### src/rtl/wave_period_meter_if.sv
// Sample stream into the period meter and the measurement results coming back out.
// master = sample source / result consumer, slave = the meter.
interface wave_period_meter_if #(
  parameter int DATA_W = 8,
  parameter int CNT_W  = 16
);
  logic              sample_valid;
  logic [DATA_W-1:0] sample_in;
  logic [CNT_W-1:0]  period;
  logic [DATA_W-1:0] amp_max;
  logic [DATA_W-1:0] amp_min;
  logic              meas_valid;
  logic              no_signal;

  modport master (
    output sample_valid, sample_in,
    input  period, amp_max, amp_min, meas_valid, no_signal
  );

  modport slave (
    input  sample_valid, sample_in,
    output period, amp_max, amp_min, meas_valid, no_signal
  );
endinterface

### src/rtl/wave_period_meter.sv
// Measures waveform period in accepted samples and per-period min/max amplitude,
// using a hysteresis comparator around THRESH to find rising crossings.
//
// state    | meaning
// SEEK_LOW | waiting for a sample below the band before arming
// ARM      | seen low, waiting for the first rising crossing
// HIGH     | counting, last decision was high
// LOW      | counting, last decision was low; next high sample is a crossing
module wave_period_meter #(
  parameter int DATA_W     = 8,
  parameter int CNT_W      = 16,
  parameter int THRESH     = 128,
  parameter int HYST       = 16,
  parameter int MAX_PERIOD = 65535
) (
  input logic clk,
  input logic reset,
  wave_period_meter_if.slave bus
);
  localparam logic [DATA_W-1:0] LO_LVL  = DATA_W'(THRESH - HYST);
  localparam logic [DATA_W-1:0] HI_LVL  = DATA_W'(THRESH + HYST);
  localparam logic [CNT_W-1:0]  CNT_MAX = CNT_W'(MAX_PERIOD);

  typedef enum logic [1:0] {SEEK_LOW, ARM, HIGH, LOW} state_t;

  state_t            state, state_n;
  logic [CNT_W-1:0]  cnt, cnt_n;
  logic [DATA_W-1:0] run_max, run_max_n, run_min, run_min_n;
  logic [CNT_W-1:0]  period_q, period_n;
  logic [DATA_W-1:0] amp_max_q, amp_max_n, amp_min_q, amp_min_n;
  logic              meas_valid_q, meas_valid_n;
  logic              no_signal_q, no_signal_n;

  logic              is_low, is_high;
  logic [DATA_W-1:0] s;

  assign s       = bus.sample_in;
  assign is_low  = (s < LO_LVL);
  assign is_high = (s >= HI_LVL);

  always_ff @(posedge clk or posedge reset) begin
    if (reset) begin
      state        <= SEEK_LOW;
      cnt          <= '0;
      run_max      <= '0;
      run_min      <= '1;
      period_q     <= '0;
      amp_max_q    <= '0;
      amp_min_q    <= '0;
      meas_valid_q <= 1'b0;
      no_signal_q  <= 1'b1;
    end else begin
      state        <= state_n;
      cnt          <= cnt_n;
      run_max      <= run_max_n;
      run_min      <= run_min_n;
      period_q     <= period_n;
      amp_max_q    <= amp_max_n;
      amp_min_q    <= amp_min_n;
      meas_valid_q <= meas_valid_n;
      no_signal_q  <= no_signal_n;
    end
  end

  always_comb begin
    state_n      = state;
    cnt_n        = cnt;
    run_max_n    = run_max;
    run_min_n    = run_min;
    period_n     = period_q;
    amp_max_n    = amp_max_q;
    amp_min_n    = amp_min_q;
    meas_valid_n = 1'b0;
    no_signal_n  = no_signal_q;

    if (bus.sample_valid) begin
      case (state)
        SEEK_LOW: if (is_low) state_n = ARM;
        ARM: begin
          if (is_high) begin
            state_n   = HIGH;
            cnt_n     = CNT_W'(1);
            run_max_n = s;
            run_min_n = s;
          end
        end
        HIGH, LOW: begin
          if (state == LOW && is_high) begin
            // Crossing sample starts the next period; it is excluded from the stats just published.
            period_n     = cnt;
            amp_max_n    = run_max;
            amp_min_n    = run_min;
            meas_valid_n = 1'b1;
            no_signal_n  = 1'b0;
            cnt_n        = CNT_W'(1);
            run_max_n    = s;
            run_min_n    = s;
            state_n      = HIGH;
          end else if (cnt == CNT_MAX) begin
            no_signal_n = 1'b1;
            cnt_n       = '0;
            state_n     = SEEK_LOW;
          end else begin
            cnt_n = cnt + CNT_W'(1);
            if (s > run_max) run_max_n = s;
            if (s < run_min) run_min_n = s;
            if (state == HIGH && is_low) state_n = LOW;
          end
        end
        default: state_n = SEEK_LOW;
      endcase
    end
  end

  assign bus.period     = period_q;
  assign bus.amp_max    = amp_max_q;
  assign bus.amp_min    = amp_min_q;
  assign bus.meas_valid = meas_valid_q;
  assign bus.no_signal  = no_signal_q;
endmodule

### src/flat_wrapper.sv
// flat-port wrapper written by rule: the top's interface ports become plain ports
module wave_period_meter_flat 
#(
  parameter int DATA_W     = 8,
  parameter int CNT_W      = 16,
  parameter int THRESH     = 128,
  parameter int HYST       = 16,
  parameter int MAX_PERIOD = 65535
)
  (clk, reset, bus_sample_valid, bus_sample_in, bus_period, bus_amp_max, bus_amp_min, bus_meas_valid, bus_no_signal);
  wave_period_meter_if #(.DATA_W(DATA_W), .CNT_W(CNT_W)) bus_i ();
  input logic clk;
  input logic reset;
  input wire logic [$bits(bus_i.sample_valid)-1:0] bus_sample_valid;
  input wire logic [$bits(bus_i.sample_in)-1:0] bus_sample_in;
  output wire logic [$bits(bus_i.period)-1:0] bus_period;
  output wire logic [$bits(bus_i.amp_max)-1:0] bus_amp_max;
  output wire logic [$bits(bus_i.amp_min)-1:0] bus_amp_min;
  output wire logic [$bits(bus_i.meas_valid)-1:0] bus_meas_valid;
  output wire logic [$bits(bus_i.no_signal)-1:0] bus_no_signal;
  assign bus_i.sample_valid = bus_sample_valid;
  assign bus_i.sample_in = bus_sample_in;
  assign bus_period = bus_i.period;
  assign bus_amp_max = bus_i.amp_max;
  assign bus_amp_min = bus_i.amp_min;
  assign bus_meas_valid = bus_i.meas_valid;
  assign bus_no_signal = bus_i.no_signal;
  wave_period_meter #(.DATA_W(DATA_W), .CNT_W(CNT_W), .THRESH(THRESH), .HYST(HYST), .MAX_PERIOD(MAX_PERIOD)) u_core (.clk(clk), .reset(reset), .bus(bus_i));
endmodule
### config.mk
export PLATFORM = sky130hd
export DESIGN_NAME = wave_period_meter_flat
export DESIGN_NICKNAME = d
export VERILOG_FILES = /design/src/rtl/wave_period_meter_if.sv /design/src/rtl/wave_period_meter.sv /design/src/flat_wrapper.sv
export SDC_FILE = /design/constraint.sdc
export NUM_CORES = 1
export LEC_CHECK = 0
export ABC_AREA = 1
export BUFFER_PORTS_ARGS = -buffer_cell sky130_fd_sc_hd__buf_2
export CORE_MARGIN = 5
export CORE_UTILIZATION = 39
export CTS_BUF_LIST = sky130_fd_sc_hd__clkbuf_16
export DETAILED_ROUTE_END_ITERATION = 7
export GPL_ROUTABILITY_DRIVEN = 0
export SYNTH_ARGS = -nofsm -noshare
export SYNTH_HDL_FRONTEND = slang
export SYNTH_SLANG_ARGS = --single-unit
### constraint.sdc
create_clock -name clk -period 4.5 [get_ports clk]
set_input_delay 0.9 -clock clk [delete_from_list [all_inputs] [get_ports clk]]
set_output_delay 0.9 -clock clk [all_outputs]
set_load 0.03 [all_outputs]
==> flow_summary.yaml <==
critical_path:
  timing.rr.end: "u_core.bus.amp_max[0]$_DFFE_PP0P_"
  critPathMaxFanout: 14
  cp_cell_sequence: "buf_2 -> nor2_1 -> nand2_1 -> nand2_1 -> nand2_1 -> nand3_1 -> inv_1 -> nand2_1 -> nand2_1 -> o21ai_0 -> nor2_1"
  cp.arrival_ps: 2620
  end_kind: "flip-flop"
  rr_worst_depth: 7
  cp_slowest_cell: "inv_1"
  reg2reg_slack_ps: 2310
  crit_type: "in -> reg"
  reg2reg_from: "u_core.state[1]$_DFFE_PP0P_"
  crit_top_cell: "nand2_1"
  cp.required_ps: 4760
  start_kind: "input pin"
  max_stage_delay_ps: 470
timing:
  slew_viol_final: 0
  timing.hold.ws_ps: 462
  setup_viol: 0
  layout_min_cycle_time_ps: 2360
  finalClockSkew_ps: 10.1
  tns_ps: 0
  fmax_ghz: 0.424
  fin_crit_sh_pct: 52.4
  rsz0062_at_grt: "no"
  max_slew_margin_pct: 37.5
  tightest_slew_ps: 935
  final-hold-violation-count: 0
cts:
  cts_root_buffer: "clkbuf_16"
  clk_pin_slew_ps: 60
  cts_made_buffers: 9
  clock_sink_count: 68
  ctsResizeCount: 0
  clk_latency_ps: 330
  clk_path_buf_depth: 2
  cts.htree.levels: 3
  holdBufCountCts: 0
  cts_tree: "done"
  post-cts-setup-buffers: 0
floorplanning:
  die_x_um: 106
  rows: 35
  die_area_um2: 11200
  dieHeight_um: 106
  initial_utilization_pct: 39.3
  coreArea_um2: 9110
  pin_count: 45
drt:
  wl_per_cell_um: 13.2
  avgViaCountPerCell: 4.85
  num_vias: 3009
  drtIter0Drc: 197
  drc: 0
  ant_nets: 0
  firstDrtPassIters: 4
  wl_um: 8200
place:
  port_buffers: 44
  place_area_um2: 3890
  hpwl_um: 5900
logic_synthesis:
  syn_avg_cell_area_um2: 7.78
  netlist_area_um2: 3580
  synth_cell_types: 28
  ys.warnings.count: 0
  ys_ff_latch: 68
  ys_seq_area_share_pct: 47.8
  syn_inst: 460
  synth.net_count: 487
worst_hold_path:
  hold_path_depth: 2
  hp-class: "reg -> reg"
  min-delay-start: "u_core.run_min[3]$_DFFE_PP1P_"
  min_to: "u_core.run_min[3]$_DFFE_PP1P_"
cells_and_area:
  fin_nets: 532
  fin_area_um2: 4140
  layout_common_cells: "nand2_1, inv_1, dfrtp_1"
  final_common_cell: "nand2_1"
  diodes: 0
  synthToLayoutAreaGrowth_pct: 15.7
  fill_cells: 914
  drive_above_1_share_pct: 16.5
pwr:
  p_leak_uw: 0.00226
  powerDensity_nw_per_um2: 614
  ir_drop_v: 0.000240
grt:
  antenna_found_initial: 0
  grt_overflow: 0
  grt_max_degree: 59
  first_global_vias: 2935
  grtUsageTotal_pct: 16.0
  grt_pass1_wl_um: 14400
run_status:
  status: "finished clean"
flow_run:
  maxCapViolations: 0
-- Yosys cell counts, drive strengths merged --
master / count / area (um2)
nand2: 165 / 657
inv: 60 / 225
dfrtp: 59 / 1480
nand3: 39 / 200
nor2: 39 / 175
o21ai: 36 / 180
ha: 16 / 200
a21oi: 11 / 55.1
dfstp: 9 / 236
buf: 8 / 48.8
nand4: 6 / 37.5
clkbuf: 3 / 11.3
xor2: 3 / 26.3
nor3: 2 / 10.0
a22oi: 1 / 7.51
nand3b: 1 / 20.0
nor4: 1 / 6.26
o21a: 1 / 7.51
-- how the worst max path moves through the flow --
stage,start,end,depth (start not counted)
global placement,bus_sample_in[4],u_core.bus.period[5]$_DFFE_PP0P_,9
detailed placement,bus_sample_in[4],u_core.bus.period[10]$_DFFE_PP0P_,9
global route,bus_sample_in[4],u_core.bus.amp_min[0]$_DFFE_PP0P_,9
floorplan,reset,u_core.bus.amp_max[0]$_DFFE_PP0P_,1
CTS,bus_sample_in[4],u_core.bus.period[10]$_DFFE_PP0P_,9
finish,bus_sample_in[4],u_core.cnt[2]$_DFFE_PP0P_,11
-- through the flow --
step	total power, uW	cells	setup WS [ps]	utilization, %
6_report	2540	621	2140	45.5
4_1_cts	2570	621	2130	45.5
2_1_floorplan	1690	460	1900	-
3_3_place_gp	1930	605	1840	42.7
3_5_place_dp	1950	605	1790	42.7
5_1_grt	2750	621	1890	45.5
-- sequential cells by signal (all words and copies together), names as in the netlist --
| name | cells |
|---|---|
| u_core.bus.amp_max | 8 |
| u_core.run_max | 8 |
| u_core.bus.no_signal | 1 |
| u_core.run_min | 8 |
| u_core.state | 2 |
| u_core.bus.meas_valid | 1 |
| u_core.bus.period | 16 |
| u_core.bus.amp_min | 8 |
| u_core.cnt | 16 |
-- routing by layer --
layer	GRT usage, %	vias up	routed length, um
met1	23.7	1401	4270
met3	4.10	4	438
met5	0	-	0
met4	5.27	0	57
li1	-	1541	-
met2	22.8	63	3430
-- cells by family after synthesis --
group / Yosys count / synth area share [%]
flops: 68 / 47.8
fa+ha+maj: 16 / 5.59
compound gates: 49 / 6.99
buf+inv: 71 / 7.97
xor+xnor: 3 / 0.734
simple gates: 253 / 30.9
-- critical path: cells and delay by family --
kind | cells | cell delay (ps)
buffers and inverters | 2 | 610
AND/OR/NAND/NOR | 8 | 1020
AO/OA/AOI/OAI | 1 | 80
-- area by class of cell --
cell class / count / area, um2 / area share [%]
Clock buffer: 9 / 225 / 5.43
Clock inverter: 7 / 28.8 / 0.694
Inverter: 60 / 225 / 5.43
Multi-Input combinational cell: 321 / 1590 / 38.3
Sequential cell: 68 / 1710 / 41.3
Tap cell: 111 / 139 / 3.35
Timing Repair Buffer: 45 / 228 / 5.50
-- power breakdown --
group	internal (uW)	switching, uW
Clock	360	246
Sequential	833	123
Combinational	294	687
Total	1490	1060
No activity file was read; power rests on OpenSTA's default activity.
